--- src/rtl/ex_mem_dual.sv ---
// Dual-issue EX/MEM pipeline register with branch resolution, PC redirect and front-end flush window.
// Optional branch statistics counters are enabled with `EX_MEM_BRANCH_STATS_EN.
module ex_mem_dual #(
    parameter int FLUSH_CYCLES = 2,
    parameter int STAT_W       = 16
) (
    input  logic        clk,
    input  logic        rst,
    input  logic        stall,
    input  logic        valid1_EX,
    input  logic        valid2_EX,
    input  logic        taken1,
    input  logic        taken2,
    input  logic [31:0] branchTarget1,
    input  logic [31:0] branchTarget2,
    input  logic [31:0] aluRes1,
    input  logic [31:0] aluRes2,
    input  logic [31:0] storeData1,
    input  logic [31:0] storeData2,
    input  logic        regWrite1_EX,
    input  logic        regWrite2_EX,
    input  logic        memRead1_EX,
    input  logic        memRead2_EX,
    input  logic        memWrite1_EX,
    input  logic        memWrite2_EX,
    input  logic [4:0]  writeReg1_EX,
    input  logic [4:0]  writeReg2_EX,
`ifdef EX_MEM_BRANCH_STATS_EN
    input  logic        Branch1,
    input  logic        Branch2,
    output logic [STAT_W-1:0] branchCount,
    output logic [STAT_W-1:0] redirectCount,
`endif
    output logic        valid1_MEM,
    output logic        valid2_MEM,
    output logic [31:0] aluRes1_MEM,
    output logic [31:0] aluRes2_MEM,
    output logic [31:0] storeData1_MEM,
    output logic [31:0] storeData2_MEM,
    output logic        regWrite1_MEM,
    output logic        regWrite2_MEM,
    output logic        memRead1_MEM,
    output logic        memRead2_MEM,
    output logic        memWrite1_MEM,
    output logic        memWrite2_MEM,
    output logic [4:0]  writeReg1_MEM,
    output logic [4:0]  writeReg2_MEM,
    output logic        redirect,
    output logic [31:0] redirectPC,
    output logic        flushFront
);

    localparam logic [3:0] FLUSH_LOAD = 4'(FLUSH_CYCLES);

    logic [3:0] flush_cnt;
    logic       flushing;
    logic       v1;
    logic       v2;
    logic       take1;
    logic       take2;

    // Instructions arriving while the window is open are wrong-path, so they are invalidated here.
    assign flushing   = (flush_cnt != 4'd0);
    assign v1         = valid1_EX & ~flushing;
    assign v2         = valid2_EX & ~flushing & ~(v1 & taken1);
    assign take1      = v1 & taken1;
    assign take2      = v2 & taken2;
    assign flushFront = flushing;

    always_ff @(posedge clk) begin
        if (!rst) begin
            valid1_MEM     <= 1'b0;
            valid2_MEM     <= 1'b0;
            aluRes1_MEM    <= 32'd0;
            aluRes2_MEM    <= 32'd0;
            storeData1_MEM <= 32'd0;
            storeData2_MEM <= 32'd0;
            regWrite1_MEM  <= 1'b0;
            regWrite2_MEM  <= 1'b0;
            memRead1_MEM   <= 1'b0;
            memRead2_MEM   <= 1'b0;
            memWrite1_MEM  <= 1'b0;
            memWrite2_MEM  <= 1'b0;
            writeReg1_MEM  <= 5'd0;
            writeReg2_MEM  <= 5'd0;
            redirect       <= 1'b0;
            redirectPC     <= 32'd0;
        end else if (stall) begin
            redirect <= 1'b0;
        end else begin
            valid1_MEM     <= v1;
            valid2_MEM     <= v2;
            aluRes1_MEM    <= aluRes1;
            aluRes2_MEM    <= aluRes2;
            storeData1_MEM <= storeData1;
            storeData2_MEM <= storeData2;
            regWrite1_MEM  <= regWrite1_EX & v1;
            regWrite2_MEM  <= regWrite2_EX & v2;
            memRead1_MEM   <= memRead1_EX & v1;
            memRead2_MEM   <= memRead2_EX & v2;
            memWrite1_MEM  <= memWrite1_EX & v1;
            memWrite2_MEM  <= memWrite2_EX & v2;
            writeReg1_MEM  <= writeReg1_EX;
            writeReg2_MEM  <= writeReg2_EX;
            // The branching instruction itself still commits; only the target selection has priority.
            if (take1) begin
                redirect   <= 1'b1;
                redirectPC <= branchTarget1;
            end else if (take2) begin
                redirect   <= 1'b1;
                redirectPC <= branchTarget2;
            end else begin
                redirect <= 1'b0;
            end
        end
    end

    // The counter keeps draining under stall so the window length is counted in wall-clock cycles.
    always_ff @(posedge clk) begin
        if (!rst) begin
            flush_cnt <= 4'd0;
        end else if (!stall && (take1 || take2)) begin
            flush_cnt <= FLUSH_LOAD;
        end else if (flushing) begin
            flush_cnt <= flush_cnt - 4'd1;
        end
    end

`ifdef EX_MEM_BRANCH_STATS_EN
    logic [1:0]      branch_inc;
    logic [STAT_W:0] branch_sum;

    assign branch_inc = {1'b0, v1 & Branch1} + {1'b0, v2 & Branch2};
    assign branch_sum = {1'b0, branchCount} + {{(STAT_W-1){1'b0}}, branch_inc};

    always_ff @(posedge clk) begin
        if (!rst) begin
            branchCount   <= '0;
            redirectCount <= '0;
        end else begin
            if (!stall) begin
                branchCount <= branch_sum[STAT_W] ? {STAT_W{1'b1}} : branch_sum[STAT_W-1:0];
            end
            if (redirect && (redirectCount != {STAT_W{1'b1}})) begin
                redirectCount <= redirectCount + 1'b1;
            end
        end
    end
`endif

endmodule

--- config.mk ---
export PLATFORM = sky130hd
export DESIGN_NAME = ex_mem_dual
export DESIGN_NICKNAME = d
export VERILOG_FILES = /design/src/rtl/ex_mem_dual.sv
export SDC_FILE = /design/constraint.sdc
export NUM_CORES = 1
export LEC_CHECK = 0
export CORE_AREA = 5 5 150 152
export CTS_BUF_LIST = sky130_fd_sc_hd__clkbuf_4 sky130_fd_sc_hd__clkbuf_8
export CTS_CLUSTER_DIAMETER = 40
export DETAILED_ROUTE_END_ITERATION = 16
export DIE_AREA = 0 0 155 157
export HOLD_SLACK_MARGIN = 0.1
export PLACE_DENSITY = 0.73
export RECOVER_POWER = 50
export SETUP_SLACK_MARGIN = 0.3
export SYNTH_ARGS = -nofsm -noshare
export SYNTH_HDL_FRONTEND = slang
export SYNTH_SLANG_ARGS = --single-unit
--- constraint.sdc ---
create_clock -name clk -period 2.1 [get_ports clk]
set_input_delay 0.315 -clock clk [delete_from_list [all_inputs] [get_ports clk]]
set_output_delay 0.315 -clock clk [all_outputs]
set_load 0.01 [all_outputs]
---- After elaboration in Yosys (flattened, before gate mapping) ----
Index checks and enable logic that the tools add are counted.
word-level totals
  register bits ........................... 183
  input bits .............................. 215
  output and inout port bits .............. 180
  logic and storage cells ................. 49
operators by class
  $add $sub $neg .......................... 1
  multiplexer cells ....................... 6
  bitwise operators ....................... 15
  reductions and logical operators ........ 9
operators with widths
  cell                                                                 count
  32-bit 2-to-1 mux                                                    2
  1-bit AND                                                            11
  2-bit 2-to-1 mux                                                     2
  1-bit NOT                                                            4
  2-bit nonzero test                                                   2
  4-bit nonzero test                                                   1
  2-bit OR reduction                                                   2
  4-bit by 1-bit subtractor with 4-bit output (second input constant)  1
  1-bit 2-to-1 mux                                                     2
  2-bit AND reduction                                                  1
  1-bit logical AND                                                    1
  1-bit zero test                                                      1
  1-bit logical OR                                                     1

---- Longest topological paths before layout ----
Gate-level depths: netlist (run 1).
  depth in word-level cells ............... 10
  depth in mapped cells ................... 5
  gate-level depth less buffers ........... 4

---- Worst setup path before layout (run 1) ----
Ideal clock, no wire load.
  kind .................................... register -> register
  start ................................... reg flush_cnt[1]
  end ..................................... reg redirectPC[0]
  library setup time ...................... 0.072 ns
  arrival ................................. 1.556 ns
  required time ........................... 2.028 ns
  path slack .............................. 0.472 ns
  cell stages (with the launch flop) ...... 6
  path buffers ............................ 1
  clock period less this slack ............ 1.628 ns
  cell sequence ........................... dfxtp_1 nor4_4 inv_2 a211oi_4 buf_6 a2bb2oi_1
on the way
  word-level cells in the longest chain between the ends .. 9
  elaborated cells between the ends (all ways) .. 11
  classes of those cells .................. mux (1); bitwise (7); reduce/logical (3)
RTL lines
  item                                  line    RTL
  from (decl)                           55      logic [3:0] flush_cnt;
  from (signal assigned)                125     flush_cnt <= flush_cnt - 4'd1;
  4-bit nonzero test *                  63      assign flushing = (flush_cnt != 4'd0);
  named net flushFront                  50      output logic flushFront
  1-bit NOT *                           64, 65
  1-bit AND                             64      assign v1 = valid1_EX & ~flushing;
  1-bit AND                             65, 66
  1-bit NOT                             65      assign v2 = valid2_EX & ~flushing & ~(v1 & taken1);
  1-bit AND                             65
  1-bit AND                             67      assign take2 = v2 & taken2;
  2-bit nonzero test (no source line)   n/a
  2-bit AND reduction (no source line)  n/a
  to (signal assigned)                  108     redirectPC <= branchTarget1;
  to (signal assigned)                  111     redirectPC <= branchTarget2;
  to (decl)                             49      output logic [31:0] redirectPC,
Mark *: on every way through the listed nets, which the timed path passes. The rest lies on a longest branch.
A chain may end at the register's enable or synchronous reset.

==> flow_metrics.tcl, run 1 <==
set metrics [dict create \
    outcome "complete, no violations" \
    cts_hold_buffers 0 \
    antenna_found_initial 0 \
    deepest_clock_path_buffer_count 2 \
    timing_worst_slew_pin_value_ns 1.34 \
    nets 1249 \
    grt_start_max_net_pins 58 \
    finalNonFillerCells 1322 \
    layout_min_cycle_time_ns 1.83 \
    period_share_pct 87.3 \
    dpl.hpwl_um 17800 \
    dr_total_vias 6234 \
    final_cell_mix "sky130_fd_sc_hd__clkdlybuf4s50_1, sky130_fd_sc_hd__dfxtp_1, sky130_fd_sc_hd__mux2i_1, sky130_fd_sc_hd__nor2b_1, sky130_fd_sc_hd__nand3b_1" \
    drtIter0Drc 233 \
    initial_utilization_pct 34.9 \
    final-hold-violation-count 0 \
    finClkSkew_ns 0.0212 \
    cp_data_arrival_time_ns 2.18 \
    layout_commonest_cell "sky130_fd_sc_hd__clkdlybuf4s50_1" \
    cts.root.buffer_cell "sky130_fd_sc_hd__clkbuf_8" \
    synthToLayoutAreaGrowth_pct 63.5 \
    postLayoutCoreUtil_pct 57.0 \
    postSynthAreaPerCell_um2 11.1 \
    remaining_max_slew_budget_at_the_tightest_pin_pct 10.6 \
    syn_inst 656 \
    crit_required_ns 2.45 \
    yosysWarnings 0 \
    die_width_um 155 \
    leak_uw 0.00469 \
    die-area_um2 24300 \
    postRouteAntennaNets 0 \
    final_critical_path_setup_slack_ns 0.266 \
    grtUsageTotal_pct 18.4 \
    final_layout_size_suffix_gt1_share_pct 6.30 \
    async_flop_share_pct 0 \
    power-per-cell-area_nw_per_um2 683 \
    cts_sinks 183 \
    setup-violations-final 0 \
    place.gp.congestion 0.842 \
    drt_wl_total_um 23600 \
    synthesis.nets 871 \
    cts_clk_pin_slew_worst_paths_ns 0.10 \
    critical_path.endpoint_type "register" \
    ys_dominant_reg_cell "sky130_fd_sc_hd__dfxtp_1" \
    drv_slew 0 \
    drt-vias-per-instance 4.72 \
    netlist_area_um2 7290 \
    f_max_mhz 545 \
    synth_cell_types 29 \
    boundaryPins 395 \
    max-vdd-ir-drop_uv 399 \
    tritoncts.num_buffers 17 \
    finalInstanceArea_um2 11900 \
    start_kind "primary input" \
    placeableCoreArea_um2 20900 \
    max_cap_viols 0 \
    die_h_um 157 \
    critical_path_peak_fanout 41 \
    dpl_worst_slack_ns 0.0874 \
    std_cell_rows 53 \
    drt_pre_antenna_iters 4 \
    grt_overflow 0 \
    number_of_enable_type_register_cells_in_the_synthesized_netlist 0 \
    total_inserted_antenna_cells 0 \
    timing.hold.worst.class "primary input to register" \
    cts_tree "done" \
    worstSetupPathType "primary input to register" \
    global_route_wire_length_before_repair_um 35300 \
    timing.setup.tns_ns 0 \
    synth-seq-area-share_pct 50.3 \
    portBuffers 394 \
    remaining_drc_errors 0 \
    postPlaceCellArea_um2 11500 \
    clkLatencyLatePin_ns 0.46 \
    first_global_vias 6262 \
    avgRoutedWirePerCell_um 17.8 \
    placed_cells 1289 \
    rsz_0062_raised_after_global_routing "no" \
    synth-seq-cells 183 \
    htree_levels 4 \
]
-- what timing repair did --
| action | 4_1_cts | 5_1_grt |
|---|---|---|
| buffers inserted | 1 | 0 |
| gates resized for setup | 6 | 5 |
| endpoints found under the setup margin | 1 | 20 |
| pin swaps | 1 | 0 |
| hold endpoints to repair | 0 | 0 |
-- critical path, stage by stage --
cell                       delay, ns
sky130_fd_sc_hd__clkbuf_2       0.96
sky130_fd_sc_hd__buf_6          0.55
sky130_fd_sc_hd__mux2i_1        0.26
sky130_fd_sc_hd__nor2b_1        0.06
-- Yosys cell counts (2+ instances only) --
master	n	area, µm²
sky130_fd_sc_hd__dfxtp_1	183	3660
sky130_fd_sc_hd__mux2i_1	138	1380
sky130_fd_sc_hd__nor2b_1	138	863
sky130_fd_sc_hd__clkbuf_1	36	135
sky130_fd_sc_hd__nand3b_1	34	255
sky130_fd_sc_hd__o311ai_0	32	280
sky130_fd_sc_hd__a2bb2oi_1	30	263
sky130_fd_sc_hd__buf_2	17	85.1
sky130_fd_sc_hd__nand2_1	11	41.3
sky130_fd_sc_hd__a21boi_0	10	75.1
sky130_fd_sc_hd__nand4b_1	6	52.6
sky130_fd_sc_hd__buf_6	3	33.8
sky130_fd_sc_hd__buf_1	2	7.51
-- report_power, final --
part,internal (µW),total [µW],switching [µW]
clock network,1070,2490,1420
registers,3730,3870,145
logic,1110,1770,667
-- path summary, 6_finish.rpt --
kind                                                 from  depth (start not counted)                              to  slack, ns
worst max register to register  flush_cnt[2]$_SDFFE_PP0P_                          6     redirectPC[30]$_SDFFE_PN0P_       0.31
worst min register to register    valid2_MEM$_SDFFE_PN0N_                          2         valid2_MEM$_SDFFE_PN0N_       0.48
worst max-delay path                                stall                          4  storeData1_MEM[2]$_SDFFE_PN0N_       0.27
worst min-delay path                                  rst                          3     redirectPC[10]$_SDFFE_PN0P_       0.28
-- flip-flops by register name (all words and copies together) (netlist names), 4 cells and up --
name and flops:
aluRes1_MEM 32, writeReg2_MEM 5, flush_cnt 4, storeData1_MEM 32
writeReg1_MEM 5, storeData2_MEM 32, aluRes2_MEM 32, redirectPC 32
-- stage by stage --
step / total power (µW) / hold WS, ns
2_1_floorplan: 4660 / 0.481
4_1_cts: 8270 / 0.236
6_report: 8130 / 0.279
5_1_grt: 8540 / 0.259
3_5_place_dp: 5750 / 0.465
3_3_place_gp: 5740 / 0.459
-- per-layer routing --
layer	vias to the layer above	global-route usage, %	share of wire (%)
li1	3066	-	-
met1	2851	22.3	41
met2	286	30.5	48
met3	31	6.27	9.2
met4	0	6.60	2.4
met5	-	0	0
-- cells by family (layout without fill, tap and decap cells) --
family                 Yosys count  count (layout)  synth area share (%)
AO/OA/AOI/OAI                   80              80                  9.57
XOR/XNOR                         1               1                 0.120
buffers and inverters           59             450                  3.64
flip-flops                     183             183                  50.3
multiplexers                   138             138                  19.0
AND/OR/NAND/NOR                195             195                  17.4
-- layout make-up --
| class | count | area [µm²] |
|---|---|---|
| Clock buffer | 19 | 262 |
| Clock inverter | 13 | 153 |
| Fill cell | 1857 | 8980 |
| Inverter | 1 | 3.75 |
| Multi-Input combinational cell | 414 | 3360 |
| Sequential cell | 183 | 3670 |
| Tap cell | 275 | 344 |
| Timing Repair Buffer | 417 | 4120 |
Power figures use the tool's default switching activity.
==> run 2: changes to the inputs <==
--- a/config.mk
+++ b/config.mk
@@ -5,13 +5,14 @@
 export SDC_FILE = /design/constraint.sdc
 export NUM_CORES = 1
 export LEC_CHECK = 0
-export CORE_AREA = 5 5 150 152
+export ABC_AREA = 1
+export CORE_AREA = 5 5 151 153
 export CTS_BUF_LIST = sky130_fd_sc_hd__clkbuf_4 sky130_fd_sc_hd__clkbuf_8
 export CTS_CLUSTER_DIAMETER = 40
 export DETAILED_ROUTE_END_ITERATION = 16
-export DIE_AREA = 0 0 155 157
+export DIE_AREA = 0 0 156 158
 export HOLD_SLACK_MARGIN = 0.1
-export PLACE_DENSITY = 0.73
+export PLACE_DENSITY = 0.7
 export RECOVER_POWER = 50
 export SETUP_SLACK_MARGIN = 0.3
 export SYNTH_ARGS = -nofsm -noshare
==> flow_metrics.tcl, run 2 <==
set metrics [dict create \
    finalNonFillerCells 1570 \
    drv_slew 0 \
    dr_total_vias 7242 \
    cts.root.buffer_cell "sky130_fd_sc_hd__clkbuf_8" \
    synth_commonest_cells "sky130_fd_sc_hd__nor2_1, sky130_fd_sc_hd__dfxtp_1, sky130_fd_sc_hd__nand2_1" \
    worst_hold_startpoint "rst" \
    cts_tree "done" \
    synth-seq-cells 183 \
    terminating_pin_of_the_worst_hold_path "redirectPC[7]$_SDFFE_PN0P_" \
    placed_cells 1535 \
    timing.hold.worst.class "primary input to register" \
    drt_pre_antenna_iters 7 \
    die_h_um 158 \
    critical_path.reg2reg.endpoint "redirectPC[21]$_SDFFE_PN0P_" \
    synthMostInstantiatedCell "sky130_fd_sc_hd__nor2_1" \
    synthesis.nets 1129 \
    remaining_drc_errors 0 \
    synth-seq-area-share_pct 53.4 \
    cts_clk_pin_slew_worst_paths_ns 0.10 \
    htree_levels 4 \
    netlist_area_um2 6860 \
    biggest_area_contributors_in_the_synthesized_netlist "sky130_fd_sc_hd__dfxtp_1, sky130_fd_sc_hd__nor2_1, sky130_fd_sc_hd__o21ai_0, sky130_fd_sc_hd__nand2_1, sky130_fd_sc_hd__nand4_1" \
    synth_cell_types 21 \
    worstSetupPathType "register to primary output" \
    start_kind "register" \
    rsz_0062_raised_after_global_routing "no" \
    deepest_clock_path_buffer_count 2 \
    global_route_wire_length_before_repair_um 36200 \
    postPlaceCellArea_um2 11000 \
    grt_start_max_net_pins 117 \
    layout_commonest_cell "sky130_fd_sc_hd__clkdlybuf4s50_1" \
    worst_r2r_startpoint "flush_cnt[0]$_SDFFE_PP0P_" \
    outcome "complete, no violations" \
    cts_sinks 183 \
    portBuffers 394 \
    die-area_um2 24600 \
    postRouteAntennaNets 0 \
    synthToLayoutAreaGrowth_pct 66.5 \
    finClkSkew_ns 0.0134 \
    period_share_pct 87.5 \
    drtIter0Drc 350 \
    first_global_vias 6689 \
    max-vdd-ir-drop_uv 429 \
    timing.setup.tns_ns 0 \
    drt_wl_total_um 24200 \
    setup-violations-final 0 \
    postSynthAreaPerCell_um2 7.50 \
    whs_ns 0.212 \
    initial_utilization_pct 32.0 \
    yosysWarnings 0 \
    remaining_max_slew_budget_at_the_tightest_pin_pct 23.7 \
    timing_worst_slew_pin_value_ns 1.15 \
    placeableCoreArea_um2 21400 \
    critical_path.endpoint_type "primary output" \
    f_max_mhz 544 \
    syn_inst 914 \
    final_layout_size_suffix_gt1_share_pct 4.73 \
    cp_data_arrival_time_ns 1.52 \
    dpl.hpwl_um 17500 \
    tritoncts.num_buffers 17 \
    critical_path_peak_fanout 5 \
    crit_required_ns 1.78 \
    place.gp.congestion 0.803 \
    die_width_um 156 \
    async_flop_share_pct 0 \
    std_cell_rows 54 \
    grt_overflow 0 \
    worst-r2r-setup-slack_ns 0.28 \
    drt-vias-per-instance 4.61 \
    synthDominantAreaCellType "sky130_fd_sc_hd__dfxtp_1" \
    antenna_found_initial 0 \
    power-per-cell-area_nw_per_um2 776 \
    ys_dominant_reg_cell "sky130_fd_sc_hd__dfxtp_1" \
    clkLatencyLatePin_ns 0.45 \
    number_of_enable_type_register_cells_in_the_synthesized_netlist 0 \
    final-hold-violation-count 0 \
    avgRoutedWirePerCell_um 15.4 \
    synth.top_cell.area_share_pct 53.4 \
    finalInstanceArea_um2 11400 \
    boundaryPins 395 \
    leak_uw 0.00473 \
    max_cap_viols 0 \
    n_fill_cell 2051 \
    nets 1492 \
    total_inserted_antenna_cells 0 \
    worstHoldPathCells 3 \
    final_cell_mix "sky130_fd_sc_hd__clkdlybuf4s50_1, sky130_fd_sc_hd__nor2_1, sky130_fd_sc_hd__dfxtp_1, sky130_fd_sc_hd__nand2_1, sky130_fd_sc_hd__o21ai_0" \
    reg2reg_depth 8 \
    grtUsageTotal_pct 18.4 \
    layout_min_cycle_time_ns 1.84 \
    totalPowerFinal_uw 8860 \
]
run 2: cell types whose count changed in the layout (fill, tap and decap cells not counted), sizes merged, moves of 41 or more:
cell	before	now
o21ai	2	140
nor2b	138	0
nand2	11	146
mux2i	138	0
nand3	0	41
nor2	0	284
run 2: cells by family after synthesis:
family | Yosys count | share of synthesized area (%)
AND/OR/NAND/NOR | 505 | 30.5
flip-flops | 183 | 53.4
AO/OA/AOI/OAI | 149 | 10.9
buffers and inverters | 76 | 5.07
XOR/XNOR | 1 | 0.128
run 2: how the worst max path moves through the flow:
| stage | startpoint | to | slack, ns | depth (start not counted) |
|---|---|---|---|---|
| after floorplan | flush_cnt[1]$_SDFFE_PN0P_ | redirectPC[10]$_SDFFE_PN0P_ | 0.83 | 7 |
| after global routing | flush_cnt[0]$_SDFFE_PP0P_ | redirectPC[0]$_SDFFE_PN0P_ | 0.16 | 7 |
| after global placement | valid1_EX | redirectPC[2]$_SDFFE_PN0P_ | 0.38 | 7 |
| final | flush_cnt[0]$_SDFFE_PP0P_ | flushFront | 0.26 | 3 |
| after detailed placement | valid1_EX | redirectPC[0]$_SDFFE_PN0P_ | 0.33 | 7 |
| after CTS | aluRes1_MEM[21]$_SDFFE_PN0N_ | aluRes1_MEM[21] | 0.32 | 1 |
run 2: cell type report:
cell class | instances | area (µm²) | share of cell area (%)
Timing Repair Buffer | 415 | 4120 | 36.1
Clock inverter | 14 | 179 | 1.57
Inverter | 5 | 20.0 | 0.175
Clock buffer | 18 | 241 | 2.12
Sequential cell | 183 | 3660 | 32.1
Multi-Input combinational cell | 655 | 2840 | 24.9
Tap cell | 280 | 350 | 3.07
run 2: through the flow:
step                setup slack [ns]  util [%]
global route                   0.155      53.3
global placement               0.381      51.4
CTS                            0.320      53.4
detailed placement             0.334      51.4
floorplan                      0.827         -
finish                         0.263      53.3
run 2: worst max-delay path: stages (launching register included):
cell and delay (ns):
sky130_fd_sc_hd__dfxtp_1 0.34, sky130_fd_sc_hd__nor2_1 0.25, sky130_fd_sc_hd__nand2_4 0.15, sky130_fd_sc_hd__dlygate4sd2_1 0.34
run 2: repair_timing:
item | in CTS | in global routing
endpoints found under the setup margin | 2 | 2
setup buffers | 1 | 2
hold buffers | 0 | 0
pin swaps | 1 | 1
gates resized for setup | 2 | 1
run 2: layer usage:
metal	track usage, %	wire length [µm]	up-vias
li1	-	-	3679
met1	21.2	9610	3259
met2	31.0	11600	277
met3	7.55	2550	27
met4	6.21	430	0
met5	0	0	-
run 2: report_power, final:
group / internal, µW / leakage (µW) / total, µW / switching (µW)
combinational: 1210 / 0.00300 / 2350 / 1150
clock: 1130 / 0.000217 / 2560 / 1420
sequential: 3780 / 0.00151 / 3950 / 168
